### src/rtl/conv_window_gen.sv
// Streams one raster-order frame from the input FIFO through two line buffers
// and presents every fully populated 3x3 window (valid padding) to the conv engine.
module conv_window_gen #(
  parameter int DATA_W = 8,
  parameter int IMG_W  = 8,
  parameter int IMG_H  = 8
) (
  input  logic                       clk,
  input  logic                       reset,
  input  logic                       start,
  input  logic                       en,
  input  logic                       fifo_empty,
  output logic                       fifo_rd,
  input  logic [DATA_W-1:0]          fifo_data,
  output logic                       win_valid,
  input  logic                       win_ready,
  output logic [9*DATA_W-1:0]        win_data,
  output logic [$clog2(IMG_H)-1:0]   win_row,
  output logic [$clog2(IMG_W)-1:0]   win_col,
  output logic                       frame_done,
  output logic                       busy,
  output logic [1:0]                 state_dbg
);

  localparam int ROW_W = $clog2(IMG_H);
  localparam int COL_W = $clog2(IMG_W);
  localparam int NPIX  = IMG_W * IMG_H;
  localparam int REQ_W = $clog2(NPIX + 1);

  typedef enum logic [1:0] {
    ST_IDLE  = 2'd0,
    ST_RUN   = 2'd1,
    ST_FLUSH = 2'd2,
    ST_DONE  = 2'd3
  } state_t;

  state_t             state, state_nxt;
  logic               rd_q;
  logic [REQ_W-1:0]   req_cnt;
  logic [ROW_W-1:0]   r;
  logic [COL_W-1:0]   c;
  logic [DATA_W-1:0]  hold;
  logic               hold_v;
  logic [DATA_W-1:0]  w   [9];
  logic [DATA_W-1:0]  lb0 [IMG_W];
  logic [DATA_W-1:0]  lb1 [IMG_W];

  logic               stall;
  logic               consume;
  logic               last_pix;
  logic [DATA_W-1:0]  pix;

  // Window handshake: a window transfers on the rising edge where win_valid and
  // win_ready are both high; while win_valid is high and win_ready low, the
  // window (data, row, col) is frozen and no new pixel is consumed.
  assign stall    = win_valid & ~win_ready;
  assign consume  = (state == ST_RUN) & ~stall & (hold_v | rd_q);
  assign pix      = hold_v ? hold : fifo_data;
  assign last_pix = (r == ROW_W'(IMG_H - 1)) && (c == COL_W'(IMG_W - 1));

  assign frame_done = (state == ST_DONE);
  assign busy       = (state != ST_IDLE);
  assign state_dbg  = state;

  always_comb begin
    state_nxt = state;
    fifo_rd   = 1'b0;
    case (state)
      ST_IDLE:  if (start) state_nxt = ST_RUN;
      ST_RUN: begin
        fifo_rd = en & ~fifo_empty & ~stall & ~hold_v & (req_cnt < REQ_W'(NPIX));
        if (consume && last_pix) state_nxt = ST_FLUSH;
      end
      ST_FLUSH: if (~win_valid | win_ready) state_nxt = ST_DONE;
      ST_DONE:  state_nxt = ST_IDLE;
      default:  state_nxt = ST_IDLE;
    endcase
  end

  always_comb begin
    win_data = '0;
    for (int i = 0; i < 9; i++) win_data[i*DATA_W +: DATA_W] = w[i];
  end

  always_ff @(posedge clk or posedge reset) begin
    if (reset) begin
      state     <= ST_IDLE;
      rd_q      <= 1'b0;
      req_cnt   <= '0;
      r         <= '0;
      c         <= '0;
      hold      <= '0;
      hold_v    <= 1'b0;
      win_valid <= 1'b0;
      win_row   <= '0;
      win_col   <= '0;
      for (int i = 0; i < 9; i++) w[i] <= '0;
    end else begin
      state <= state_nxt;
      rd_q  <= fifo_rd;

      if (state == ST_IDLE && start) begin
        req_cnt <= '0;
        r       <= '0;
        c       <= '0;
        hold_v  <= 1'b0;
      end else if (fifo_rd) begin
        req_cnt <= req_cnt + REQ_W'(1);
      end

      // A pixel landing during a stall parks here; reads stop until it drains.
      if (state == ST_RUN && rd_q && stall) begin
        hold   <= fifo_data;
        hold_v <= 1'b1;
      end else if (consume && hold_v) begin
        hold_v <= 1'b0;
      end

      if (consume) begin
        for (int i = 0; i < 3; i++) begin
          w[i*3]     <= w[i*3+1];
          w[i*3 + 1] <= w[i*3+2];
        end
        w[2] <= lb1[c];
        w[5] <= lb0[c];
        w[8] <= pix;
        if (c == COL_W'(IMG_W - 1)) begin
          c <= '0;
          r <= r + ROW_W'(1);
        end else begin
          c <= c + COL_W'(1);
        end
      end

      if (consume && r >= ROW_W'(2) && c >= COL_W'(2)) begin
        win_valid <= 1'b1;
        win_row   <= r - ROW_W'(2);
        win_col   <= c - COL_W'(2);
      end else if (win_ready) begin
        win_valid <= 1'b0;
      end
    end
  end

  // Line buffers hold image data only, so they carry no reset.
  always_ff @(posedge clk) begin
    if (consume) begin
      lb1[c] <= lb0[c];
      lb0[c] <= pix;
    end
  end

endmodule
### config.mk
export PLATFORM = sky130hd
export DESIGN_NAME = conv_window_gen
export DESIGN_NICKNAME = d
export VERILOG_FILES = /design/src/rtl/conv_window_gen.sv
export SDC_FILE = /design/constraint.sdc
export NUM_CORES = 1
export LEC_CHECK = 0
export ABC_CLOCK_PERIOD_IN_PS = 4750
export CAP_MARGIN = 5
export CELL_PAD_IN_SITES_DETAIL_PLACEMENT = 0
export CELL_PAD_IN_SITES_GLOBAL_PLACEMENT = 1
export CORE_ASPECT_RATIO = 1.75
export CORE_MARGIN = 3
export CORE_UTILIZATION = 30
export DETAILED_ROUTE_END_ITERATION = 8
export PLACE_DENSITY = 0.61
export SLEW_MARGIN = 20
export SYNTH_ARGS = -nofsm -noshare
export SYNTH_HDL_FRONTEND = slang
export SYNTH_SLANG_ARGS = --single-unit
### constraint.sdc
create_clock -name clk -period 4.75 [get_ports clk]
set_clock_uncertainty 0.1 [all_clocks]
set_input_delay 0.475 -clock clk [delete_from_list [all_inputs] [get_ports clk]]
set_output_delay 0.475 -clock clk [all_outputs]
set_load 0.01 [all_outputs]
==> flow_summary.rst, run 1 <==
.. list-table::
   :header-rows: 1

   * - Metric
     - Value
   * - Status
     - finished clean
   * - Height of the die
     - 238 um
   * - DR pass1 iterations
     - 4
   * - Initial antenna violation count
     - 0
   * - Sum of met2 wire segment lengths after detailed routing
     - 12.3 mm
   * - Max Clock Freq
     - 0.299 GHz
   * - Worst endpoint data arrival time
     - 2.77 ns
   * - Highest ir drop seen on vdd
     - 0.000311 V
   * - Area growth, synth to finish
     - 23.1%
   * - Final setup vio count
     - 0
   * - Psw
     - 1.99 mW
   * - Most common cell in the synthesized netlist
     - nand2_1
   * - Number of instances resized during post-cts repair
     - 0
   * - Overall die width
     - 138 um
   * - GRT Util Overall
     - 12.9%
   * - Routed wire length on met3
     - 746 um
   * - Aggregate routed wire length
     - 21.3 mm
   * - Net count after synthesis
     - 659
   * - Vias in the first global route
     - 5,470
   * - Setup crit end
     - fifo_rd
   * - Clock power share
     - 27.1%
   * - Critical path fanouts, max
     - 6
   * - Initial Util
     - 30.5%
   * - Final RePlAce weighted congestion
     - 0.729
   * - Number of ports placed on the die boundary
     - 98
   * - Cell count after synthesis
     - 629
   * - Root Driver
     - clkbuf_16
   * - Area of the placeable core
     - 30,200 um2
   * - Worst endpoint required time
     - 4.18 ns
   * - Register-to-Register Path Depth
     - 4
   * - Sequential area share after synthesis
     - 70.0%
   * - Capturing element type of the critical path
     - primary output
   * - Maximum root-to-sink buffer count
     - 3
   * - Startpoint class of the critical path
     - flop
   * - Drt via density
     - 4.58
   * - Number of max-slew violations in the final report
     - 0
   * - Count of placed standard cells including taps
     - 1,091
   * - Switching fraction of total power
     - 30.0%
   * - Ys async rst share
     - 44.8%
   * - Pin count of the biggest net entering global routing
     - 68
   * - Prevailing post-synth register cell
     - edfxtp_1
   * - Worst hold slack
     - 0.220 ns
   * - Setup Total Neg Slack
     - 0 ns
   * - # Max-Cap Violations
     - 0
   * - Met1 routed wirelength after detailed routing
     - 7.86 mm
   * - Endpoints failing hold
     - 0
   * - Vias after detailed routing
     - 5,184
   * - Capturing point of the worst reg2reg path
     - lb0[4][0]
   * - Net count of the finished layout
     - 758
   * - Cell Count, Final, Fillers Out
     - 1,131
   * - Post-DRT Antenna Nets
     - 0
   * - Die Footprint
     - 32,900 um2
   * - Beginning of the worst register-to-register path
     - hold_v
   * - Fin crit share
     - 70.3%
   * - Unrepaired setup endpoints after global routing
     - false
   * - Synthesized cell area
     - 9210 um2
   * - Hpwl dp
     - 14.4 mm
   * - Antenna cells
     - 0
   * - Static Leakage
     - 4.51 nW
   * - Layout cell share with drive strength beyond 1
     - 14.5%
   * - Post CTS Setup Buffer Count
     - 0
   * - Most numerous cell types in the synthesized netlist
     - nand2_1 (185), edfxtp_1 (128), dfrtp_1 (104)
   * - # fillers
     - 2,891
   * - Max Used Layer
     - met4
   * - Synth cell types
     - 41
   * - Slew at the pin closest to its max-slew limit
     - 1.05 ns
   * - Post-route DRC violation count
     - 0
   * - Pwr dens
     - 586 nW/um2
   * - Setup slack on the worst flop-to-flop path
     - 1.74 ns
   * - Share of the synthesized area in the top cell type
     - 41.8%
   * - Num rows
     - 84
   * - Total CTS buffers
     - 22
   * - GRT Residual Overflow
     - 0
   * - Time the worst path needs with I/O delays and setup
     - 3.34 ns
   * - PortBufs
     - 97
   * - Combinational power share
     - 27.8%
   * - Worst slew margin
     - 29.9%
   * - First-pass GRT wire length
     - 32.9 mm
   * - Cell type with the largest total area after synthesis
     - edfxtp_1
   * - Reg clk slew, reported paths
     - 0.07 ns
   * - Crit path from
     - state_dbg[1]
   * - Cell types occupying the most area after synthesis
     - edfxtp_1 (42%), dfrtp_1 (28%), mux4_2 (7.8%)
   * - Flip-flop and latch count after synthesis
     - 232
   * - Relative contribution of sequential cells to total power
     - 45.0%
   * - Worst skew pair latency
     - 0.52 ns
   * - Number of flops mapped to enable cells by yosys
     - 128
   * - Count of routing violations after the opening detailed-route iteration
     - 258
   * - Yosys synthesis warning count
     - 0
   * - Worst setup path class
     - flop to primary output
   * - Level count of the clock H-tree
     - 1
   * - Internal power component
     - 4.65 mW
   * - Clock tree from TritonCTS
     - yes
   * - Routed wirelength normalized by instance count
     - 18.8 um
   * - Clock sinks
     - 232
   * - CTS Hold Bufs
     - 0
   * - Min-Delay Path Class
     - primary input to async pin
   * - Mean instance size in the synthesized netlist
     - 14.6 um2
==> state kept, by name (all words and copies together) (netlist names) <==
| signal | count |
|---|---|
| c | 3 |
| hold | 8 |
| hold_v | 1 |
| lb0 | 64 |
| lb1 | 64 |
| r | 3 |
| rd_q | 1 |
| req_cnt | 7 |
| state_dbg | 2 |
| win_col | 3 |
| win_data | 72 |
| win_row | 3 |
| win_valid | 1 |
==> placed cells by master, fill, tap and decap left out, types with 2 or more instances in the layout <==
master           Yosys  routed
nand2_1            185     185
edfxtp_1           128     128
dfrtp_1            104     103
clkdlybuf4s50_1      0      97
mux4_2              32      32
mux2_2              25      25
clkbuf_16            0      23
ha_1                16      16
nor2_1              14      14
inv_1               13      12
mux2i_1             11      11
o21ai_0             10      10
nand3_1             10      10
and3_1               9       9
a31oi_1              8       8
buf_4                2       8
mux2_4               4       4
clkinv_1             0       4
clkbuf_1            13       4
clkinv_2             0       4
o31ai_1              3       3
xnor2_1              3       3
bufinv_16            0       3
nand2b_1             2       2
a21boi_0             2       2
nor3_1               2       2
==> cell families (layout without fill, tap and decap cells) <==
| family | after synthesis | in the layout | synth area share [%] |
|---|---|---|---|
| AO/OA/AOI/OAI | 29 | 29 | 2.03 |
| XOR/XNOR | 3 | 3 | 0.285 |
| adder cells (fa/ha/maj) | 16 | 16 | 2.17 |
| buffers and inverters | 44 | 159 | 2.07 |
| flip-flops | 232 | 232 | 70.0 |
| multiplexers | 72 | 72 | 12.7 |
| AND/OR/NAND/NOR | 233 | 233 | 10.7 |
==> worst min-delay path by stage <==
stage              endpoint  slack (ns)  cells past startpoint
6_report       win_data[30]        0.22                      2
5_1_grt        win_data[30]        0.25                      2
4_1_cts        win_data[30]        0.23                      2
3_5_place_dp   win_data[26]        0.36                      2
3_3_place_gp   win_data[26]        0.36                      2
2_1_floorplan       hold[0]        0.37                      1
==> critical path: stages, from the launching register on <==
cell and delay, ns:
dfrtp_1 0.42, inv_1 0.09, ha_1 0.31, nand4bb_4 0.17
nor3_1 0.58, clkdlybuf4s50_1 0.67
==> power groups by stage <==
stage	Sequential (mW)	Combinational (mW)	Clock, mW
4_1_cts	3.01	1.90	1.86
2_1_floorplan	3.02	0.827	0
5_1_grt	3.04	2.03	1.93
3_5_place_dp	3.05	1.89	0
6_report	2.99	1.85	1.80
3_3_place_gp	3.05	1.87	0
==> per-stage QoR <==
step	total power [mW]	util (%)	cell area [um2]	setup WS (ns)
3_5_place_dp	4.95	35.1	10600	1.50
3_3_place_gp	4.92	35.1	10600	1.50
5_1_grt	7.01	37.6	11300	1.25
2_1_floorplan	3.85	-	9210	1.44
4_1_cts	6.77	37.6	11300	1.32
6_report	6.64	37.6	11300	1.41
==> area by class of cell <==
type	count	area [um2]	area share [%]
tap	387	484	4.27
clock buffer	28	604	5.33
inverter	14	55.1	0.486
clock inverter	12	133	1.17
sequential	232	6450	56.9
timing repair buffer	105	1030	9.10
multi-input combinational	353	2580	22.7
==> layer usage <==
metal / track usage (%) / up-vias
li1: - / 2441
met1: 13.7 / 2610
met2: 25.7 / 108
met3: 1.77 / 25
met4: 4.35 / 0
met5: 0 / -
Power figures use the tool's default switching activity.
==> run 2, diff against run 1 <==
--- a/config.mk
+++ b/config.mk
@@ -5,7 +5,7 @@
 export SDC_FILE = /design/constraint.sdc
 export NUM_CORES = 1
 export LEC_CHECK = 0
-export ABC_CLOCK_PERIOD_IN_PS = 4750
+export ABC_CLOCK_PERIOD_IN_PS = 2950
 export CAP_MARGIN = 5
 export CELL_PAD_IN_SITES_DETAIL_PLACEMENT = 0
 export CELL_PAD_IN_SITES_GLOBAL_PLACEMENT = 1
@@ -13,7 +13,7 @@
 export CORE_MARGIN = 3
 export CORE_UTILIZATION = 30
 export DETAILED_ROUTE_END_ITERATION = 8
-export PLACE_DENSITY = 0.61
+export PLACE_DENSITY = 0.63
 export SLEW_MARGIN = 20
 export SYNTH_ARGS = -nofsm -noshare
 export SYNTH_HDL_FRONTEND = slang
==> constraint.sdc (replaced) <==
create_clock -name clk -period 2.95 [get_ports clk]
set_clock_uncertainty 0.1 [all_clocks]
set_input_delay 0.295 -clock clk [delete_from_list [all_inputs] [get_ports clk]]
set_output_delay 0.295 -clock clk [all_outputs]
set_load 0.01 [all_outputs]
==> flow_summary.rst, run 2 (synthesis gave the netlist of run 1 again) <==
.. list-table::
   :header-rows: 1

   * - Metric
     - Value
   * - Status
     - finished clean
   * - Max incr delay on CP
     - 0.59 ns (-0.08 ns)
   * - Worst skew pair latency
     - 0.52 ns (about the same)
   * - Antenna cells
     - 0 (unchanged)
   * - Total CTS buffers
     - 22 (unchanged)
   * - Worst endpoint data arrival time
     - 2.35 ns (-0.42 ns)
   * - Final cell utilization of the core
     - 38.0% (+0.45 points)
   * - Root Driver
     - clkbuf_16
   * - Area growth, synth to finish
     - 24.5%
   * - Count of routing violations after the opening detailed-route iteration
     - 260 (+0.78%)
   * - Post CTS Setup Buffer Count
     - 0 (unchanged)
   * - Critical path fanouts, max
     - 6 (unchanged)
   * - First-pass GRT wire length
     - 32.5 mm (-1.2%)
   * - Total power
     - 10.5 mW (+59%)
   * - Aggregate routed wire length
     - 20.2 mm (-5.0%)
   * - Initial antenna violation count
     - 0 (unchanged)
   * - Clock power share
     - 26.2% (-0.9 points)
   * - Time the worst path needs with I/O delays and setup
     - 2.75 ns
   * - Fin crit share
     - 93.1%
   * - GRT Residual Overflow
     - 0 (unchanged)
   * - Cell-by-cell listing of the critical path
     - inv_1, ha_1, nand4bb_4, nor3_4, clkdlybuf4s50_1
   * - Total cell area at the placement stage
     - 10,700 um2 (+1.4%)
   * - Unrepaired setup endpoints after global routing
     - false
   * - Top delay family on crit path
     - buffers and inverters
   * - Slowest stage cell, crit path
     - clkdlybuf4s50_1
   * - Critical path buffers and inverters
     - 2 (unchanged)
   * - Level count of the clock H-tree
     - 1 (unchanged)
   * - Number of max-slew violations in the final report
     - 0 (unchanged)
   * - Reg clk slew, reported paths
     - 0.07 ns (about the same)
   * - Clock tree from TritonCTS
     - yes
   * - Drt via density
     - 4.55 (-0.83%)
   * - Height of the die
     - 238 um (unchanged)
   * - Combinational power share
     - 28.8% (+1.0 points)
   * - Count of placed standard cells including taps
     - 1,105 (+1.3%)
   * - Post-DRT Antenna Nets
     - 0 (unchanged)
   * - Worst endpoint required time
     - 2.56 ns (-1.62 ns)
   * - Die Footprint
     - 32,900 um2 (unchanged)
   * - Vias in the first global route
     - 5,431 (-0.71%)
   * - Worst slew margin
     - 50.4% (+21 points)
   * - Number of ports placed on the die boundary
     - 98 (unchanged)
   * - Clock sinks
     - 232 (unchanged)
   * - Switching fraction of total power
     - 30.0% (about the same)
   * - Commonest cells after routing, fill and taps aside
     - nand2_1 (185), edfxtp_1 (128), dfrtp_1 (103), clkdlybuf4s50_1 (97), mux4_2 (32)
   * - Cell Count, Final, Fillers Out
     - 1,146 (+1.3%)
   * - Internal power component
     - 7.37 mW (+58%)
   * - Area of the placeable core
     - 30,200 um2 (unchanged)
   * - Startpoint class of the critical path
     - flop
   * - Initial Util
     - 30.5% (unchanged)
   * - Setup Total Neg Slack
     - 0 ns (unchanged)
   * - Psw
     - 3.16 mW (+59%)
   * - Slew at the pin closest to its max-slew limit
     - 0.744 ns (-0.308 ns)
   * - Routed wirelength normalized by instance count
     - 17.7 um (-6.2%)
   * - Commonest non-fill, non-tap cell in the layout
     - nand2_1
   * - Setup ws final
     - 0.202 ns (-1.21 ns)
   * - Num rows
     - 84 (unchanged)
   * - Hpwl dp
     - 13.4 mm (-6.8%)
   * - Max FFs per register
     - 72 (unchanged)
   * - DR pass1 iterations
     - 4 (unchanged)
   * - Pin count of the biggest net entering global routing
     - 70 (+2.9%)
   * - Net count of the finished layout
     - 773 (+2.0%)
   * - Pre-CTS WS
     - 0.422 ns (-1.07 ns)
   * - Capturing element type of the critical path
     - primary output
   * - Worst setup path class
     - flop to primary output
   * - Min-Delay Path Class
     - primary input to flop
   * - Endpoints failing hold
     - 0 (unchanged)
   * - Overall die width
     - 138 um (unchanged)
   * - PortBufs
     - 97 (unchanged)
   * - Vias after detailed routing
     - 5,209 (+0.48%)
   * - Highest ir drop seen on vdd
     - 0.000460 V (+48%)
   * - Final setup vio count
     - 0 (unchanged)
   * - Non-Filler Cell Area, Final
     - 11,500 um2 (+1.2%)
   * - # Max-Cap Violations
     - 0 (unchanged)
   * - Layout cell share with drive strength beyond 1
     - 16.3% (+1.8 points)
   * - Worst hold slack
     - 0.309 ns (+0.0898 ns)
   * - Final RePlAce weighted congestion
     - 0.720 (-1.2%)
   * - Relative contribution of sequential cells to total power
     - 45.0% (about the same)
   * - Post-route DRC violation count
     - 0 (unchanged)
   * - Max Clock Freq
     - 0.364 GHz
   * - Maximum root-to-sink buffer count
     - 3 (unchanged)
   * - Pwr dens
     - 918 nW/um2 (+57%)
   * - Static Leakage
     - 4.59 nW (+1.6%)
   * - GRT Util Overall
     - 12.5% (-0.37 points)
==> run 2: cell count changes in the layout (fill, tap and decap cells not counted), moves of 2 or more <==
cell	delta
bufinv_16	-2
buf_4	+11
buf_12	+3
clkbuf_8	+2
==> run 2: metal layers <==
layer | vias up | routed length [um] | GRT usage (%)
met5 | - | 0 | 0
met4 | 0 | 402 | 4.08
met3 | 24 | 590 | 1.45
met2 | 101 | 11500 | 24.0
met1 | 2617 | 7800 | 14.4
li1 | 2467 | - | -
==> run 2: power by group through the flow <==
stage | sequential, mW | combinational (mW) | clock [mW]
after global routing | 4.84 | 3.35 | 2.98
after global placement | 4.83 | 3.07 | 0
after floorplan | 4.87 | 1.33 | 0
final | 4.74 | 3.03 | 2.76
after detailed placement | 4.84 | 3.10 | 0
after CTS | 4.78 | 3.11 | 2.85
==> run 2: cell type report <==
class	count	area, um2
timing repair buffer	120	1180
sequential	232	6450
multi-input combinational	353	2590
tap	387	484
clock inverter	10	92.6
inverter	14	56.3
clock buffer	30	614
fill	2877	18700
==> run 2: worst paths after layout <==
path | startpoint | to | slack [ns] | cells past startpoint
setup / recovery | state_dbg[1] | fifo_rd | 0.20 | 5
hold / removal | fifo_data[2] | hold[2] | 0.31 | 2
max in group asynchronous | reset | win_data[68] | 1.64 | 4
hold reg to reg | win_data[24] | win_data[24] | 0.37 | 2
min in group asynchronous | reset | win_data[1] | 0.48 | 3
setup reg to reg | state_dbg[1] | win_data[65] | 0.57 | 5
==> run 2: repair_timing <==
item                                    CTS  global route
endpoints found under the setup margin    1             1
endpoints found under the hold margin     2             0
resized for setup                         1             1
hold buffers                              1             0
==> run 2: worst reg2reg max path, cell delays in order, from the launching register on <==
cell	delay [ns]
dfrtp_1	0.42
inv_1	0.09
ha_1	0.32
nor3b_4	0.55
buf_12	0.35
mux2_2	0.44
